===== src/rtl/vga_timing_gen_if.sv =====
// Raster bus from vga_timing_gen to the sprite stages and colour mux.
// frame_cnt exists only when FRAME_CNT_EN is defined.
interface vga_timing_gen_if;
  logic [9:0]  xx;
  logic [9:0]  yy;
  logic        aactive;
  logic        aactive_dly;
  logic        hsync;
  logic        vsync;
  logic        frame_start;
  logic        animate;
`ifdef FRAME_CNT_EN
  logic [15:0] frame_cnt;

  modport master (output xx, yy, aactive, aactive_dly, hsync, vsync,
                  frame_start, animate, frame_cnt);
  modport slave  (input  xx, yy, aactive, aactive_dly, hsync, vsync,
                  frame_start, animate, frame_cnt);
`else
  modport master (output xx, yy, aactive, aactive_dly, hsync, vsync,
                  frame_start, animate);
  modport slave  (input  xx, yy, aactive, aactive_dly, hsync, vsync,
                  frame_start, animate);
`endif
endinterface


===== src/rtl/vga_timing_gen.sv =====
// VGA raster timing generator with sync/active alignment delay.
// Optional frame counter enabled by defining FRAME_CNT_EN.
module vga_timing_gen #(
  parameter int H_ACTIVE  = 640,
  parameter int H_FP      = 16,
  parameter int H_SYNC    = 96,
  parameter int H_BP      = 48,
  parameter int V_ACTIVE  = 480,
  parameter int V_FP      = 10,
  parameter int V_SYNC    = 2,
  parameter int V_BP      = 33,
  parameter bit SYNC_POL  = 1'b0,
  parameter int ALIGN_LAT = 1
) (
  input  logic             Pclk,
  input  logic             reset,
  vga_timing_gen_if.master vga
);
  localparam int H_TOTAL = H_ACTIVE + H_FP + H_SYNC + H_BP;
  localparam int V_TOTAL = V_ACTIVE + V_FP + V_SYNC + V_BP;

  localparam logic [9:0] H_MAX  = 10'(H_TOTAL - 1);
  localparam logic [9:0] V_MAX  = 10'(V_TOTAL - 1);
  localparam logic [9:0] H_VIS  = 10'(H_ACTIVE);
  localparam logic [9:0] V_VIS  = 10'(V_ACTIVE);
  localparam logic [9:0] HS_BEG = 10'(H_ACTIVE + H_FP);
  localparam logic [9:0] HS_END = 10'(H_ACTIVE + H_FP + H_SYNC - 1);
  localparam logic [9:0] VS_BEG = 10'(V_ACTIVE + V_FP);
  localparam logic [9:0] VS_END = 10'(V_ACTIVE + V_FP + V_SYNC - 1);

  logic       running;
  logic [9:0] xx_q, yy_q;

  // First edge out of reset only arms running, so (0,0) is held one extra clock.
  always_ff @(posedge Pclk) begin
    if (reset) begin
      running <= 1'b0;
      xx_q    <= '0;
      yy_q    <= '0;
    end else if (!running) begin
      running <= 1'b1;
    end else if (xx_q == H_MAX) begin
      xx_q <= '0;
      yy_q <= (yy_q == V_MAX) ? 10'd0 : yy_q + 10'd1;
    end else begin
      xx_q <= xx_q + 10'd1;
    end
  end

  logic raw_act, raw_hs_on, raw_vs_on;
  logic [2:0] raw_bits;   // {hsync level, vsync level, active}
  logic [2:0] idle_bits;

  assign raw_act   = running && (xx_q < H_VIS) && (yy_q < V_VIS);
  assign raw_hs_on = running && (xx_q >= HS_BEG) && (xx_q <= HS_END);
  assign raw_vs_on = running && (yy_q >= VS_BEG) && (yy_q <= VS_END);
  assign raw_bits  = {raw_hs_on ? SYNC_POL : ~SYNC_POL,
                      raw_vs_on ? SYNC_POL : ~SYNC_POL,
                      raw_act};
  assign idle_bits = {~SYNC_POL, ~SYNC_POL, 1'b0};

  logic [2:0] out_bits;

  generate
    if (ALIGN_LAT == 0) begin : g_nodly
      assign out_bits = raw_bits;
    end else begin : g_dly
      logic [ALIGN_LAT-1:0][2:0] align_pipe;

      always_ff @(posedge Pclk) begin
        if (reset) begin
          for (int i = 0; i < ALIGN_LAT; i++) align_pipe[i] <= idle_bits;
        end else begin
          align_pipe[0] <= raw_bits;
          for (int i = 1; i < ALIGN_LAT; i++) align_pipe[i] <= align_pipe[i-1];
        end
      end

      assign out_bits = align_pipe[ALIGN_LAT-1];
    end
  endgenerate

  assign vga.xx          = xx_q;
  assign vga.yy          = yy_q;
  assign vga.aactive     = raw_act;
  assign vga.hsync       = out_bits[2];
  assign vga.vsync       = out_bits[1];
  assign vga.aactive_dly = out_bits[0];
  assign vga.frame_start = running && (xx_q == 10'd0) && (yy_q == 10'd0);
  assign vga.animate     = running && (xx_q == 10'd0) && (yy_q == V_VIS);

`ifdef FRAME_CNT_EN
  logic [15:0] frame_cnt_q;

  always_ff @(posedge Pclk) begin
    if (reset)            frame_cnt_q <= '0;
    else if (vga.animate) frame_cnt_q <= frame_cnt_q + 16'd1;
  end

  assign vga.frame_cnt = frame_cnt_q;
`endif
endmodule


===== src/flat_wrapper.sv =====
// flat-port wrapper written by rule: the top's interface ports become plain ports
module vga_timing_gen_flat 
#(
  parameter int H_ACTIVE  = 640,
  parameter int H_FP      = 16,
  parameter int H_SYNC    = 96,
  parameter int H_BP      = 48,
  parameter int V_ACTIVE  = 480,
  parameter int V_FP      = 10,
  parameter int V_SYNC    = 2,
  parameter int V_BP      = 33,
  parameter bit SYNC_POL  = 1'b0,
  parameter int ALIGN_LAT = 1
)
  (Pclk, reset, vga_xx, vga_yy, vga_aactive, vga_aactive_dly, vga_hsync, vga_vsync, vga_frame_start, vga_animate);
  vga_timing_gen_if vga_i ();
  input  logic Pclk;
  input  logic reset;
  output wire logic [$bits(vga_i.xx)-1:0] vga_xx;
  output wire logic [$bits(vga_i.yy)-1:0] vga_yy;
  output wire logic [$bits(vga_i.aactive)-1:0] vga_aactive;
  output wire logic [$bits(vga_i.aactive_dly)-1:0] vga_aactive_dly;
  output wire logic [$bits(vga_i.hsync)-1:0] vga_hsync;
  output wire logic [$bits(vga_i.vsync)-1:0] vga_vsync;
  output wire logic [$bits(vga_i.frame_start)-1:0] vga_frame_start;
  output wire logic [$bits(vga_i.animate)-1:0] vga_animate;
  assign vga_xx = vga_i.xx;
  assign vga_yy = vga_i.yy;
  assign vga_aactive = vga_i.aactive;
  assign vga_aactive_dly = vga_i.aactive_dly;
  assign vga_hsync = vga_i.hsync;
  assign vga_vsync = vga_i.vsync;
  assign vga_frame_start = vga_i.frame_start;
  assign vga_animate = vga_i.animate;
  vga_timing_gen #(.H_ACTIVE(H_ACTIVE), .H_FP(H_FP), .H_SYNC(H_SYNC), .H_BP(H_BP), .V_ACTIVE(V_ACTIVE), .V_FP(V_FP), .V_SYNC(V_SYNC), .V_BP(V_BP), .SYNC_POL(SYNC_POL), .ALIGN_LAT(ALIGN_LAT)) u_core (.Pclk(Pclk), .reset(reset), .vga(vga_i));
endmodule

===== config.mk =====
export PLATFORM = sky130hd
export DESIGN_NAME = vga_timing_gen_flat
export DESIGN_NICKNAME = d
export VERILOG_FILES = /design/src/rtl/vga_timing_gen_if.sv /design/src/rtl/vga_timing_gen.sv /design/src/flat_wrapper.sv
export SDC_FILE = /design/constraint.sdc
export NUM_CORES = 1
export LEC_CHECK = 0
export ABC_AREA = 1
export CAP_MARGIN = 10
export CORE_MARGIN = 2
export CORE_UTILIZATION = 45
export CTS_CLUSTER_SIZE = 25
export DETAILED_ROUTE_END_ITERATION = 12
export HOLD_SLACK_MARGIN = 0.05
export PLACE_DENSITY_LB_ADDON = 0.2
export SLEW_MARGIN = 15
export SYNTH_ARGS = -nofsm -noshare
export SYNTH_HDL_FRONTEND = slang
export SYNTH_SLANG_ARGS = --single-unit

===== constraint.sdc =====
create_clock -name Pclk -period 2.3 [get_ports Pclk]
set_input_delay 0.46 -clock Pclk [delete_from_list [all_inputs] [get_ports Pclk]]
set_output_delay 0.46 -clock Pclk [all_outputs]
set_load 0.02 [all_outputs]

# Word level (Yosys, flattened, before mapping)
# Cells that the tools add are included.
# word_totals
reg_bits,24
latchBits,0
ram_bits,0
rom_bits,0
in_bits,2
out_inout_bits,26
wordCells,32
mem_count,0
# op_classes
n_addsub,2
multipliers,0
div_mod_pow,0
magnitude_cmp,6
eq_ne,3
shifts,0
mux,5
bitwise_logic,0
reduce_logical,12
# op_table
op,n
$add A10 B1 Y10 const B,2
$eq A10 B10 Y1 const B,2
$logic_not A10 Y1,2
$mux W10,2
$eq A10 B9 Y1 const B,1
$ge A10 B10 Y1 const B,1
$ge A10 B9 Y1 const B,1
$le A10 B10 Y1 const B,1
$le A10 B9 Y1 const B,1
$lt A10 B10 Y1 const B,1
$lt A10 B9 Y1 const B,1
$logic_and A1 B1 Y1,9
$mux W1,3
$reduce_and A2 Y1,1

# Depth between registers and ports, before layout
# logic_depth
ltp_word,4
ltp_mapped,9
depth_no_buf,9

# Worst setup path before layout
# Ideal clock, no wire load.
# synth_path
path_type,register -> output
from,"register u_core.yy_q[5], in the netlist u_core.vga.yy[5]"
to,output vga_animate
arrival_time_ns,1.536
required_ns,1.840
path_slack_ns,0.304
stages_incl_launch_ff,5
n_path_buf,0
cell_sequence,dfxtp_1 > nand2_1 > nor2_1 > nand2_1 > nor4_1
# synth_via
elab_chain_cells,2
# synth_rtl
item,line,text
from (decl),vga_timing_gen.sv:32,"logic [9:0] xx_q, yy_q;"
from (signal assigned),vga_timing_gen.sv:44,yy_q <= (yy_q == V_MAX) ? 10'd0 : yy_q + 10'd1;
$eq A10 B9 Y1,vga_timing_gen.sv:90,assign vga.animate = running && (xx_q == 10'd0) && (yy_q == V_VIS);
$logic_and A1 B1 Y1,vga_timing_gen.sv:90,
to (decl),flat_wrapper.sv:26,output wire logic [$bits(vga_i.animate)-1:0] vga_animate;
# No other way between the ends.

# Worst setup path after layout
# layout_path
from,"register u_core.yy_q[0], in the netlist u_core.vga.yy[0]"
to,output vga_frame_start
# layout_via
elab_chain_cells,2
# layout_rtl
item,line,text
$logic_not A10 Y1,vga_timing_gen.sv:89,assign vga.frame_start = running && (xx_q == 10'd0) && (yy_q == 10'd0);
$logic_and A1 B1 Y1,vga_timing_gen.sv:89,
to (decl),flat_wrapper.sv:25,output wire logic [$bits(vga_i.frame_start)-1:0] vga_frame_start;
# No other way between the ends.

==> impl_metrics.toml <==
[global_routing]
grt.total_usage = 0.206
grt.overflow.total = 0
grt_max_degree = 15
antenna_found_initial = 0
grt_pass1_vias = 1279
grt_pass1_wl_um = 5510

[finish]
fin_nets = 250
drive_gt1_frac = 0.107
syn_to_final_growth_pct = 28.2
diodes = 0
stdcell_count = 276

[detailed_routing]
viasPerCell = 5.23
drc_errors = 0
wl_per_cell_um = 12.1
route.final.wire_length_um = 3350
ant_nets = 0
dr_total_vias = 1443
first_pass_iters = 4
drt_iter0_drc = 84

[yosys]
synth_seq_cells = 24
ys.flop_type = "dfxtp_1"
ys_top_cells_by_area = "dfxtp_1 35%, nand2_1 13%, nor2_1 8.8%"
synth_warnings = 0
netlist_top_cells_count = "49 x nand2_1, 32 x nor2_1, 29 x inv_1, 24 x dfxtp_1, 17 x nand3_1"
synth_area_mm2 = 0.00137
syn_inst = 208
yosysSeqAreaShare = 0.350
async_flop_share = 0
synth_mux_area_frac = 0
synth_top_family_by_area = "simple AND/OR/NAND/NOR gates"
synth_area_per_cell_um2 = 6.59
synth_top_area_cell = "dfxtp_1"
synth_adder_area_share = 0.0365
synth_compound_area_frac = 0.0876
synth_fp_nets = 214
synth_xor_area_frac = 0.0192
synth_cell_types = 26
synth.most_common_cell = "nand2_1"
synth_enable_flop_cells = 0
synth_top_area_frac = 0.350
yosys.area_share.simple = 0.405

[critical_path]
reg2reg_slack_ns = 0.54
r2r_end = "u_core.vga.yy[3]"
crit_required_ns = 1.84
crit_type = "register to primary output"
cp-startpoint = "u_core.vga.yy[0]"
cp-endpoint = "vga_frame_start"
end_kind = "primary output"
cp_max_fo = 5
r2r_start = "u_core.vga.xx[1]"
arrival_ns = 1.60
path_delay_family = "simple AND/OR/NAND/NOR gates"
cp_cell_sequence = "inv_1 > ha_1 > nand3_1 > nor4_1 > clkbuf_2"
cp_slowest_stage_delay_ns = 0.37
setup.worst_path.start_class = "register"
rr_worst_depth = 8
crit_slowest_cell = "dfxtp_1"
critical_path_depth = 5
critPathBufInv = 2

[timing]
whs_ns = 0.513
fmax_ghz = 0.485
setup_viol = 0
maxSlewViolCount = 0
rsz0062_at_grt = "no"
finalHoldViolations = 0
period_share = 0.896
skew_ns = 0.00642
period_minus_slack_ns = 2.06
slew_headroom = 0.795
worstMarginPinSlew_ns = 0.305
fin_tns_setup_ns = 0

[clock_tree]
cts_max_level = 1
clock_path_buffers = 2
cts.sinks = 24
cts_tree = "built"
cts-buffers-inserted = 3
cts.reportedPaths.clkPinSlew_ns = 0.13
cts_root_buf = "clkbuf_4"
clk_latency_ns = 0.32
cts_hold_buf = 0
cts-resized-gates = 3
cts_setup_buffers = 0

[job]
maxCapViolCount = 0

[power_and_ir_drop]
power.density_mw_per_mm2 = 453
seq_power_share = 0.534
intPower_uw = 623
p_sw_uw = 173
sw_frac_of_total = 0.218
static-leakage-power_uw = 0.000722
clockPowerShare = 0.384
max-vdd-ir-drop_v = 0.000221
p_comb_frac = 0.082

[floorplanning]
core-area_mm2 = 0.00298
fp.dieH_um = 59.2
rows = 20
ios = 28
die_x_um = 59.2
start_util = 0.461
die_area_mm2 = 0.00350

[outcome]
status = "finished clean"

[min_path]
timing.hold.worst.class = "register to register"
min_from = "u_core.vga.xx[0]"

[place]
dp.cells = 272
hpwlAfterDp_um = 2640
io_buffers = 27
globalplace.congestion = 0.906
==> layer usage <==
| metal | global-route usage | vias to the layer above | share of wire |
|---|---|---|---|
| met5 | 0 | - | 0 |
| met4 | 0.0974 | 0 | 0.028 |
| met3 | 0.0197 | 9 | 0.042 |
| met2 | 0.350 | 39 | 0.49 |
| met1 | 0.262 | 657 | 0.44 |
| li1 | - | 738 | - |
==> through the flow <==
| step | instance area (µm²) | power, µW | setup slack (ns) | utilization |
|---|---|---|---|---|
| floorplan | 1370 | 475 | 0.304 | - |
| global placement | 1720 | 502 | 0.167 | 0.576 |
| detailed placement | 1720 | 502 | 0.171 | 0.576 |
| CTS | 1770 | 811 | 0.0770 | 0.593 |
| global route | 1760 | 833 | 0.105 | 0.590 |
| finish | 1760 | 796 | 0.239 | 0.590 |
==> power by group through the flow <==
stage | logic, µW | registers, µW | clock network [µW]
after global placement | 68.0 | 434 | 0
after floorplan | 34.7 | 440 | 0
after global routing | 71.6 | 426 | 335
final | 65.1 | 425 | 306
after detailed placement | 68.0 | 434 | 0
after CTS | 66.2 | 426 | 319
==> kinds of logic (layout without fill, tap and decap cells) <==
logic type / after synthesis / count (layout)
simple gates: 125 / 125
buf+inv: 34 / 69
flops: 24 / 24
compound gates: 18 / 18
fa+ha+maj: 4 / 4
xor+xnor: 3 / 3
==> worst register-to-register path, cell delays in order (launching register included) <==
cell and delay [ns]:
dfxtp_1 0.41, ha_1 0.20, inv_1 0.07, nor2_4 0.15
nand3_2 0.28, nand2_2 0.30, nand2_2 0.14, nand3_1 0.10
inv_1 0.04
==> how the worst min path moves through the flow <==
stage          depth (start not counted)                to  slack [ns]
6_report                               2  u_core.vga.xx[0]        0.51
5_1_grt                                2  u_core.vga.xx[0]        0.57
4_1_cts                                2  u_core.vga.xx[0]        0.52
3_5_place_dp                           2  u_core.vga.xx[0]        0.50
3_3_place_gp                           2  u_core.vga.xx[0]        0.48
2_1_floorplan                          2  u_core.vga.xx[0]        0.56
==> state kept, by name, summed over array words and instances, names as in the netlist <==
signal	cells
u_core.vga.xx	10
u_core.g_dly.align_pipe	3
u_core.running	1
u_core.vga.yy	10
==> placed cells by master (no fill, tap or decap), drive strengths merged, types with 2 or more instances in the layout <==
cell and n:
nand2 52, nor2 35, inv 30, clkdlybuf4s50 24
dfxtp 24, nand3 18, nor3 10, buf 8
nand4 6, a21oi 6, o21ai 6, clkbuf 5
ha 4, nor4 3, xor2 3, o21bai 2
==> final cells by class <==
class	instances	area (µm²)
sequential	24	480
timing repair buffer	35	319
clock buffer	3	22.5
multi-input combinational	150	752
inverter	30	113
fill	294	1220
tap	33	41.3
clock inverter	1	30.0
(Power assumes the default switching activity.)
